==> config.mk <==
export PLATFORM = sky130hd
export DESIGN_NAME = timer_scheduler
export DESIGN_NICKNAME = d
export VERILOG_FILES = /design/src/rtl/timer_pkg.sv /design/src/rtl/rr_arbiter.sv /design/src/rtl/timer_scheduler.sv
export SDC_FILE = /design/constraint.sdc
export NUM_CORES = 1
export LEC_CHECK = 0
export ABC_AREA = 1
export BUFFER_PORTS_ARGS = -buffer_cell sky130_fd_sc_hd__buf_2
export CORE_MARGIN = 8
export CORE_UTILIZATION = 50
export DETAILED_ROUTE_END_ITERATION = 12
export PLACE_DENSITY = 0.8
export SYNTH_ARGS = -nofsm -noshare
export SYNTH_HDL_FRONTEND = slang
export SYNTH_HIERARCHICAL = 1
export SYNTH_SLANG_ARGS = --single-unit
==> constraint.sdc <==
create_clock -name clk -period 2.8 [get_ports clk]
set_input_delay 0.14 -clock clk [delete_from_list [all_inputs] [get_ports clk]]
set_output_delay 0.14 -clock clk [all_outputs]
set_load 0.01 [all_outputs]
==> src/rtl/timer_pkg.sv <==
// Shared types and defaults for the timer scheduler slice.
// Latency: n/a (declarations only).
// Backpressure: n/a.
package timer_pkg;

    // Default delay width, matching the shared timer's data_in width.
    localparam int DATA_WIDTH_DEF = 8;

    // Scheduler sequencing states.
    typedef enum logic [2:0] {
        IDLE   = 3'd0,
        LOAD   = 3'd1,
        RUN    = 3'd2,
        PAUSED = 3'd3,
        FINISH = 3'd4,
        ABORT  = 3'd5
    } sched_state_e;

endpackage

==> src/rtl/rr_arbiter.sv <==
// Round-robin pick: first set req bit searching cyclically from last_q+1.
// Latency: purely combinational.
// Backpressure: none; the caller decides when to consume the pick.
module rr_arbiter #(
    parameter  int N_REQ = 4,
    localparam int IDX_W = $clog2(N_REQ)
) (
    input  logic [N_REQ-1:0] req,
    input  logic [IDX_W-1:0] last_q,
    output logic             valid,
    output logic [IDX_W-1:0] idx
);

    // Walk from the farthest candidate to the nearest so the nearest set bit wins.
    always_comb begin
        valid = 1'b0;
        idx   = '0;
        for (int i = N_REQ; i >= 1; i--) begin
            if (req[(int'(last_q) + i) % N_REQ]) begin
                valid = 1'b1;
                idx   = IDX_W'((int'(last_q) + i) % N_REQ);
            end
        end
    end

endmodule

==> src/rtl/timer_scheduler.sv <==
// Shares one timer between N_REQ requesters: round-robin grant, sequences clear/load/pause/resume, returns done pulse.
// Latency: req in IDLE -> gnt/tmr_start next cycle; tmr_done in RUN -> done_out next cycle, IDLE the cycle after.
// Backpressure: req is level and held until its gnt pulse; gnt/done_out are single-cycle pulses with no ready.
module timer_scheduler
    import timer_pkg::*;
#(
    parameter  int N_REQ      = 4,
    parameter  int DATA_WIDTH = DATA_WIDTH_DEF,
    localparam int IDX_W      = $clog2(N_REQ)
) (
    input  logic                        clk,
    input  logic                        rst,
    input  logic [N_REQ-1:0]            req,
    input  logic [N_REQ*DATA_WIDTH-1:0] req_len,
    input  logic [N_REQ-1:0]            cancel,
    input  logic                        pause,
    output logic [N_REQ-1:0]            gnt,
    output logic [N_REQ-1:0]            done_out,
    output logic                        busy,
    output logic [IDX_W-1:0]            owner,
    output logic                        tmr_rst,
    output logic                        tmr_start,
    output logic                        tmr_stop,
    output logic [DATA_WIDTH-1:0]       tmr_data,
    input  logic                        tmr_done
);

    sched_state_e          state_q, state_d;
    logic [IDX_W-1:0]      owner_q, owner_d;
    logic [IDX_W-1:0]      last_q, last_d;
    logic [DATA_WIDTH-1:0] len_q, len_d;

    logic [N_REQ-1:0]      gnt_q, gnt_d;
    logic [N_REQ-1:0]      done_q, done_d;
    logic                  busy_q, busy_d;
    logic                  tmr_rst_q, tmr_rst_d;
    logic                  tmr_start_q, tmr_start_d;
    logic                  tmr_stop_q, tmr_stop_d;
    logic [DATA_WIDTH-1:0] tmr_data_q, tmr_data_d;

    logic                  arb_vld;
    logic [IDX_W-1:0]      arb_idx;
    logic [DATA_WIDTH-1:0] sel_len;
    logic                  start_job;
    logic [N_REQ-1:0]      owner_onehot;

    rr_arbiter #(
        .N_REQ (N_REQ)
    ) u_arb (
        .req    (req),
        .last_q (last_q),
        .valid  (arb_vld),
        .idx    (arb_idx)
    );

    assign sel_len = req_len[int'(arb_idx) * DATA_WIDTH +: DATA_WIDTH];

    // Next-state sequencing: one event per cycle, cancel beats done beats pause.
    always_comb begin
        state_d   = state_q;
        owner_d   = owner_q;
        last_d    = last_q;
        len_d     = len_q;
        start_job = 1'b0;
        unique case (state_q)
            IDLE: begin
                if (arb_vld) begin
                    start_job = 1'b1;
                    owner_d   = arb_idx;
                    last_d    = arb_idx;
                    len_d     = sel_len;
                    // Zero-length jobs complete without ever loading the timer.
                    state_d   = (sel_len != '0) ? LOAD : FINISH;
                end
            end
            LOAD: begin
                state_d = RUN;
            end
            RUN: begin
                if (cancel[owner_q]) begin
                    state_d = ABORT;
                end else if (tmr_done) begin
                    state_d = FINISH;
                end else if (pause) begin
                    state_d = PAUSED;
                end
            end
            PAUSED: begin
                // The timer cannot expire while stopped, so tmr_done is not looked at here.
                if (cancel[owner_q]) begin
                    state_d = ABORT;
                end else if (!pause) begin
                    state_d = RUN;
                end
            end
            FINISH, ABORT: begin
                state_d = IDLE;
            end
            default: begin
                state_d = IDLE;
            end
        endcase
    end

    // Output next values are a function of the transition so every output is a plain flop.
    always_comb begin
        owner_onehot = N_REQ'(1) << owner_d;
        gnt_d        = start_job ? owner_onehot : '0;
        done_d       = (state_d == FINISH) ? owner_onehot : '0;
        busy_d       = (state_d != IDLE);
        tmr_rst_d    = (state_d == FINISH) || (state_d == ABORT);
        tmr_start_d  = (state_d == LOAD) || ((state_q == PAUSED) && (state_d == RUN));
        tmr_stop_d   = (state_q == RUN) && (state_d == PAUSED);
        // Data stays at the job length for the whole job so a resume sees a stable value.
        tmr_data_d   = (state_d == IDLE) ? '0 : len_d;
    end

    // State and output registers; reset holds the timer in clear and abandons any job.
    always_ff @(posedge clk or negedge rst) begin
        if (!rst) begin
            state_q     <= IDLE;
            owner_q     <= '0;
            last_q      <= IDX_W'(N_REQ - 1);
            len_q       <= '0;
            gnt_q       <= '0;
            done_q      <= '0;
            busy_q      <= 1'b0;
            tmr_rst_q   <= 1'b1;
            tmr_start_q <= 1'b0;
            tmr_stop_q  <= 1'b0;
            tmr_data_q  <= '0;
        end else begin
            state_q     <= state_d;
            owner_q     <= owner_d;
            last_q      <= last_d;
            len_q       <= len_d;
            gnt_q       <= gnt_d;
            done_q      <= done_d;
            busy_q      <= busy_d;
            tmr_rst_q   <= tmr_rst_d;
            tmr_start_q <= tmr_start_d;
            tmr_stop_q  <= tmr_stop_d;
            tmr_data_q  <= tmr_data_d;
        end
    end

    assign gnt       = gnt_q;
    assign done_out  = done_q;
    assign busy      = busy_q;
    assign owner     = owner_q;
    assign tmr_rst   = tmr_rst_q;
    assign tmr_start = tmr_start_q;
    assign tmr_stop  = tmr_stop_q;
    assign tmr_data  = tmr_data_q;

endmodule

-- Yosys cells after proc, flatten, opt, wreduce, memory -nomap -nowiden
Index checks and enable logic that the tools add are counted.
- $add $sub $neg: 4
- $lt $le $gt $ge: 5
- equality and inequality tests: 8
- shift-type cells: 2
- muxes and demuxes: 39
- bitwise gates (word level): 4
- reduce and logical (&&, ||, !) cells: 13
- operators by type and width (kind ; number):
    $shiftx 32x6->8 ; 1
    $mux 8 ; 3
    $mux 3 ; 7
    $lt 3x4->1 const B ; 4
    $mux 1 ; 15
    $eq 3x2->1 const B ; 4
    $mux 2 ; 6
    $pmux 3 s4 ; 1
    $bmux 1 s2 ; 5
    $mux 4 ; 2
    $reduce_bool 8->1 ; 1
    $reduce_or 2->1 ; 4
    $eq 3x1->1 const B ; 2
    $eq 3x3->1 const B ; 2
    $logic_not 3->1 ; 2
    $add 2x1->2 const B ; 2
    $add 2x2->2 const B ; 2
    $and 1x1->1 const A ; 4
    $shl 1x2->4 const A ; 1
    $lt 2x3->1 const B ; 1
    $reduce_bool 3->1 ; 1
    $logic_and 1x1->1 ; 2
    $logic_or 1x1->1 ; 2
    $reduce_and 2->1 ; 1
- register bits: 35
- input bits: 44
- output and inout bits: 22
- word-level logic and storage cells: 86

-- Depth between registers and ports, before layout
- depth after elaboration: 18
- depth in mapped cells: 24

-- By module
Netlist, hierarchy kept.
- by module, submodules not included (module ; times used ; cells an instance ; area each (µm²) ; seq. area each (µm²)):
    timer_scheduler ; 1 ; 209 ; 1700.4 ; 879.6
    rr_arbiter ; 1 ; 51 ; 246.5 ; 0.0

-- Worst setup path before layout
No wires, ideal clock.
- path kind: reg-to-reg
- start point: register last_q[0]
- end point: register tmr_data_q[0], in the netlist tmr_data[0]
- library setup time: 0.126 ns
- arrival time: 2.220 ns
- path slack: 0.453 ns
- stages on the path, launching flop included: 22
- clock period less this slack: 2.347 ns
- path through: dfstp_2 buf_6 inv_6 nand2_2 and2_4 nor2_2 nor2_1 nand3_1 nand2_1 buf_6 inv_4 buf_6 nand2_1 nand3_1 nand2_1 nand2_1 nor2_2 nand2_2 nand2_4 nand3_4 nor2_8 nor2_2
- cells in the longest elaborated chain, start to end: 15
- elaborated cells between the ends (all ways): 33
- those cells by class: 4 x add/sub; 1 x shift; 26 x mux; 2 x reduce/logical
- ends and longest elaborated chain (what ; line ; RTL):
    start: declaration ; timer_scheduler.sv:30 ; logic [IDX_W-1:0] last_q, last_d;
    start signal: assignment ; timer_scheduler.sv:123 ; last_q <= IDX_W'(N_REQ - 1);
    start signal: assignment ; timer_scheduler.sv:135 ; last_q <= last_d;
    $add 2x1->2 ; rr_arbiter.sv:19, rr_arbiter.sv:21 ;
    $bmux 1 s2 ; rr_arbiter.sv:19 ; if (req[(int'(last_q) + i) % N_REQ]) begin
    $mux 1 (not written as such) (2 in series) ; rr_arbiter.sv:19 ;
    $mux 2 (3 in series) ; rr_arbiter.sv:19 ;
    $mux 2 * ; rr_arbiter.sv:19 ;
    via arb_idx[0] ; timer_scheduler.sv:42 ; logic [IDX_W-1:0] arb_idx;
    $shiftx 32x6->8 * ; timer_scheduler.sv:56 ; assign sel_len = req_len[int'(arb_idx) * DATA_WIDTH +: DATA_WIDTH];
    $reduce_bool 8->1 ; timer_scheduler.sv:73 ; state_d = (sel_len != '0) ? LOAD : FINISH;
    $mux 3 ; timer_scheduler.sv:73 ;
    $mux 3 ; timer_scheduler.sv:67 ; if (arb_vld) begin
    $pmux 3 s4 ; timer_scheduler.sv:65 ; unique case (state_q)
    $logic_not 3->1 ; timer_scheduler.sv:115 ; tmr_data_d = (state_d == IDLE) ? '0 : len_d;
    $mux 8 * ; timer_scheduler.sv:115 ;
    via tmr_data_d[0] ; timer_scheduler.sv:39 ; logic [DATA_WIDTH-1:0] tmr_data_q, tmr_data_d;
    end signal: assignment ; timer_scheduler.sv:143 ; tmr_data_q <= tmr_data_d;
    end: declaration ; timer_scheduler.sv:39 ;
The timed path passes the listed nets; every way through them passes the cells marked *. The select of a mux whose other input is x is not followed.
A chain may end at the register's enable or synchronous reset.

-- Final worst setup path
- start point: register last_q[0]
- end point: register tmr_data_q[1], in the netlist tmr_data[1]
Same word-level chain as after synthesis.

==> impl_metrics.env <==
export IMPL_min_period_ns=2.57
export IMPL_fmax_ghz=0.389
export IMPL_yosys_cell_count_top_type="nand2_1"
export IMPL_yosysWarnings=6
export IMPL_skew_ns=0.00601
export IMPL_regToRegSetupSlack_ns=0.23
export IMPL_syn_area_mm2=0.00195
export IMPL_cts_buffer_depth=2
export IMPL_r2r_end="tmr_data[1]"
export IMPL_htree_levels=2
export IMPL_synth_edf_count=0
export IMPL_ys_seq_area_frac=0.452
export IMPL_slew_viol_final=0
export IMPL_setup_tns_ns=0
export IMPL_num_vias=1796
export IMPL_clock_latency_ns=0.28
export IMPL_post_drt_wl_per_cell_um=11.9
export IMPL_reg2reg_depth=17
export IMPL_netlist_area_leader_share=0.411
export IMPL_antenna_found_initial=0
export IMPL_gp_congestion=0.843
export IMPL_start_kind="flip-flop"
export IMPL_synth_top_area_cell="dfrtp_1"
export IMPL_vias_per_cell=4.69
export IMPL_power_leakage_nw=1.38
export IMPL_hold_start="pause"
export IMPL_drt_pass1_iterations=4
export IMPL_num_io_pins=66
export IMPL_core_mm2=0.00372
export IMPL_fin_nets=378
export IMPL_grt_use_met2=0.237
export IMPL_cts_tree="yes"
export IMPL_met1_usage=0.172
export IMPL_overflow=0
export IMPL_drt_iter0_markers=109
export IMPL_syn_nets=304
export IMPL_die_area_mm2=0.00615
export IMPL_use_met3=0.0592
export IMPL_max_slew_margin_rel=0.493
export IMPL_synthTopCellsByCount="nand2_1, dfrtp_1, inv_1, nand3_1, nor2_1"
export IMPL_max_vdd_ir_drop_v=0.000781
export IMPL_wl_mm=4.56
export IMPL_grt_first_pass_wirelength_mm=7.38
export IMPL_critPathKind="reg -> reg"
export IMPL_max_cap_viol_count=0
export IMPL_grt_busiest_layer="met2"
export IMPL_syn_instance_count=260
export IMPL_die_w_um=78.4
export IMPL_final_setup_viol_count=0
export IMPL_drc=0
export IMPL_finish_utilization=0.655
export IMPL_ys_flop_type="dfrtp_1"
export IMPL_ant_nets=0
export IMPL_die_h_um=78.4
export IMPL_syn_area_per_cell_um2=7.49
export IMPL_dpl_hpwl_mm=3.49
export IMPL_clk_pin_slew_ns=0.07
export IMPL_io_buffers=65
export IMPL_dp_slack_ns=0.164
export IMPL_synth_cell_types=28
export IMPL_numCtsBuffers=5
export IMPL_synthTopCellsByArea="dfrtp_1, nand2_1, nand3_1"
export IMPL_timing_rr_start="last_q[0]"
export IMPL_cts_sinks=35
export IMPL_power_per_cell_area_mw_per_mm2=1430
export IMPL_cts_root_buf="clkbuf_8"
export IMPL_end_kind="flip-flop"
export IMPL_hold_class="in -> reg"
export IMPL_fillerInstances=349
export IMPL_crit_required_ns=2.96
export IMPL_outcome="finished clean"
export IMPL_async_flop_share=1.00
export IMPL_crit_arrival_ns=2.73
export IMPL_cp_max_fo=10
export IMPL_fp_row_count=22
export IMPL_timing_final_ws_setup_ns=0.231
export IMPL_hold_viol=0
export IMPL_hold_path_end="tmr_start"
export IMPL_ys_ff_latch=35
export IMPL_grt_pass1_vias=1704
export IMPL_diodes=0
export IMPL_hold_depth=6
export IMPL_finalCritPeriodShare=0.918
export IMPL_grt_max_degree=36
export IMPL_syn_to_final_growth_pct=24.9
export IMPL_start_util=0.524
export IMPL_groute_usage_overall=0.146
export IMPL_drive_gt1_frac=0.358
export IMPL_tightestPinTransition_ns=0.760
==> worst max-delay path: stages (launching register included) <==
cell and delay [ns]:
dfstp_2 0.59, buf_4 0.16, nand2_1 0.05, o21ai_1 0.12, nand2_1 0.07, nand2_1 0.06
nand3_1 0.06, a21boi_1 0.20, buf_4 0.22, nand3_1 0.09, nand2_1 0.10, nand2_1 0.07
nor2_2 0.14, nand2_2 0.08, nand2_4 0.08, nand3_4 0.11, nor2_4 0.20, nor2_2 0.05
==> cell families after synthesis <==
logic type | count (synthesis) | share of synthesized area
AO/OA/AOI/OAI | 17 | 0.0495
flip-flops | 35 | 0.452
buffers and inverters | 40 | 0.0970
AND/OR/NAND/NOR | 168 | 0.402
==> through the flow <==
stage	instances	instance area [um^2]	power, W	hold slack [ns]
floorplan	260	1950	0.00261	-0.156
global placement	370	2300	0.00302	0.242
detailed placement	370	2300	0.00306	0.246
CTS	379	2400	0.00342	0.293
global route	383	2430	0.00383	0.312
finish	383	2430	0.00347	0.311
==> worst max-delay path by stage <==
stage	from	endpoint	slack, ns	depth (start not counted)
5_1_grt	last_q[0]	done_out[2]	-0.03	18
3_3_place_gp	last_q[0]	tmr_data[1]	0.21	20
6_report	last_q[0]	tmr_data[1]	0.23	17
2_1_floorplan	last_q[0]	tmr_data[0]	0.45	21
4_1_cts	last_q[0]	tmr_data[1]	0.14	20
3_5_place_dp	last_q[0]	tmr_data[6]	0.16	20
==> routing by layer <==
metal | share of wire | wire length [um]
met5 | 0 | 0
met4 | 0.0097 | 44
met3 | 0.084 | 383
met2 | 0.47 | 2150
met1 | 0.43 | 1980
==> power by group <==
part	switching [W]	internal (W)	total (W)
Sequential	0.0000994	0.000753	0.000852
Combinational	0.00148	0.000802	0.00228
Clock	0.000170	0.000174	0.000344
Total	0.00174	0.00173	0.00347
==> layout by cell type (no fill, tap or decap), types with 2 or more instances in the layout <==
master and instances:
inv_1 26, nor2_1 14, nor2_2 11, nand2_1 96, buf_4 7, clkbuf_8 5, nand3_4 2, nand2_2 13
inv_2 5, dfrtp_1 32, nor3_1 2, dfstp_2 3, clkbuf_1 2, buf_2 65, nand3_1 26, o21ai_0 12
==> flip-flops by register name (all words and copies together), names as in the netlist <==
register,count
busy,1
done_out,4
gnt,4
last_q,2
len_q,8
owner,2
state_q,3
tmr_data,8
tmr_rst,1
tmr_start,1
tmr_stop,1
==> what timing repair did <==
| action | in CTS | in global routing |
|---|---|---|
| hold buffers | 1 | 0 |
| endpoints found under the hold margin | 32 | 0 |
| buffers inserted | 0 | 3 |
| setup endpoints to repair | 0 | 13 |
| gates resized for setup | 0 | 4 |
==> layout make-up <==
cell class	count	area [um^2]	area share
multi-input combinational	186	892	0.367
sequential	35	880	0.362
timing repair buffer	73	388	0.159
inverter	33	131	0.0540
clock buffer	7	76.3	0.0314
tap	48	60.1	0.0247
clock inverter	1	5.00	0.00206
Power figures use the tool's default switching activity.
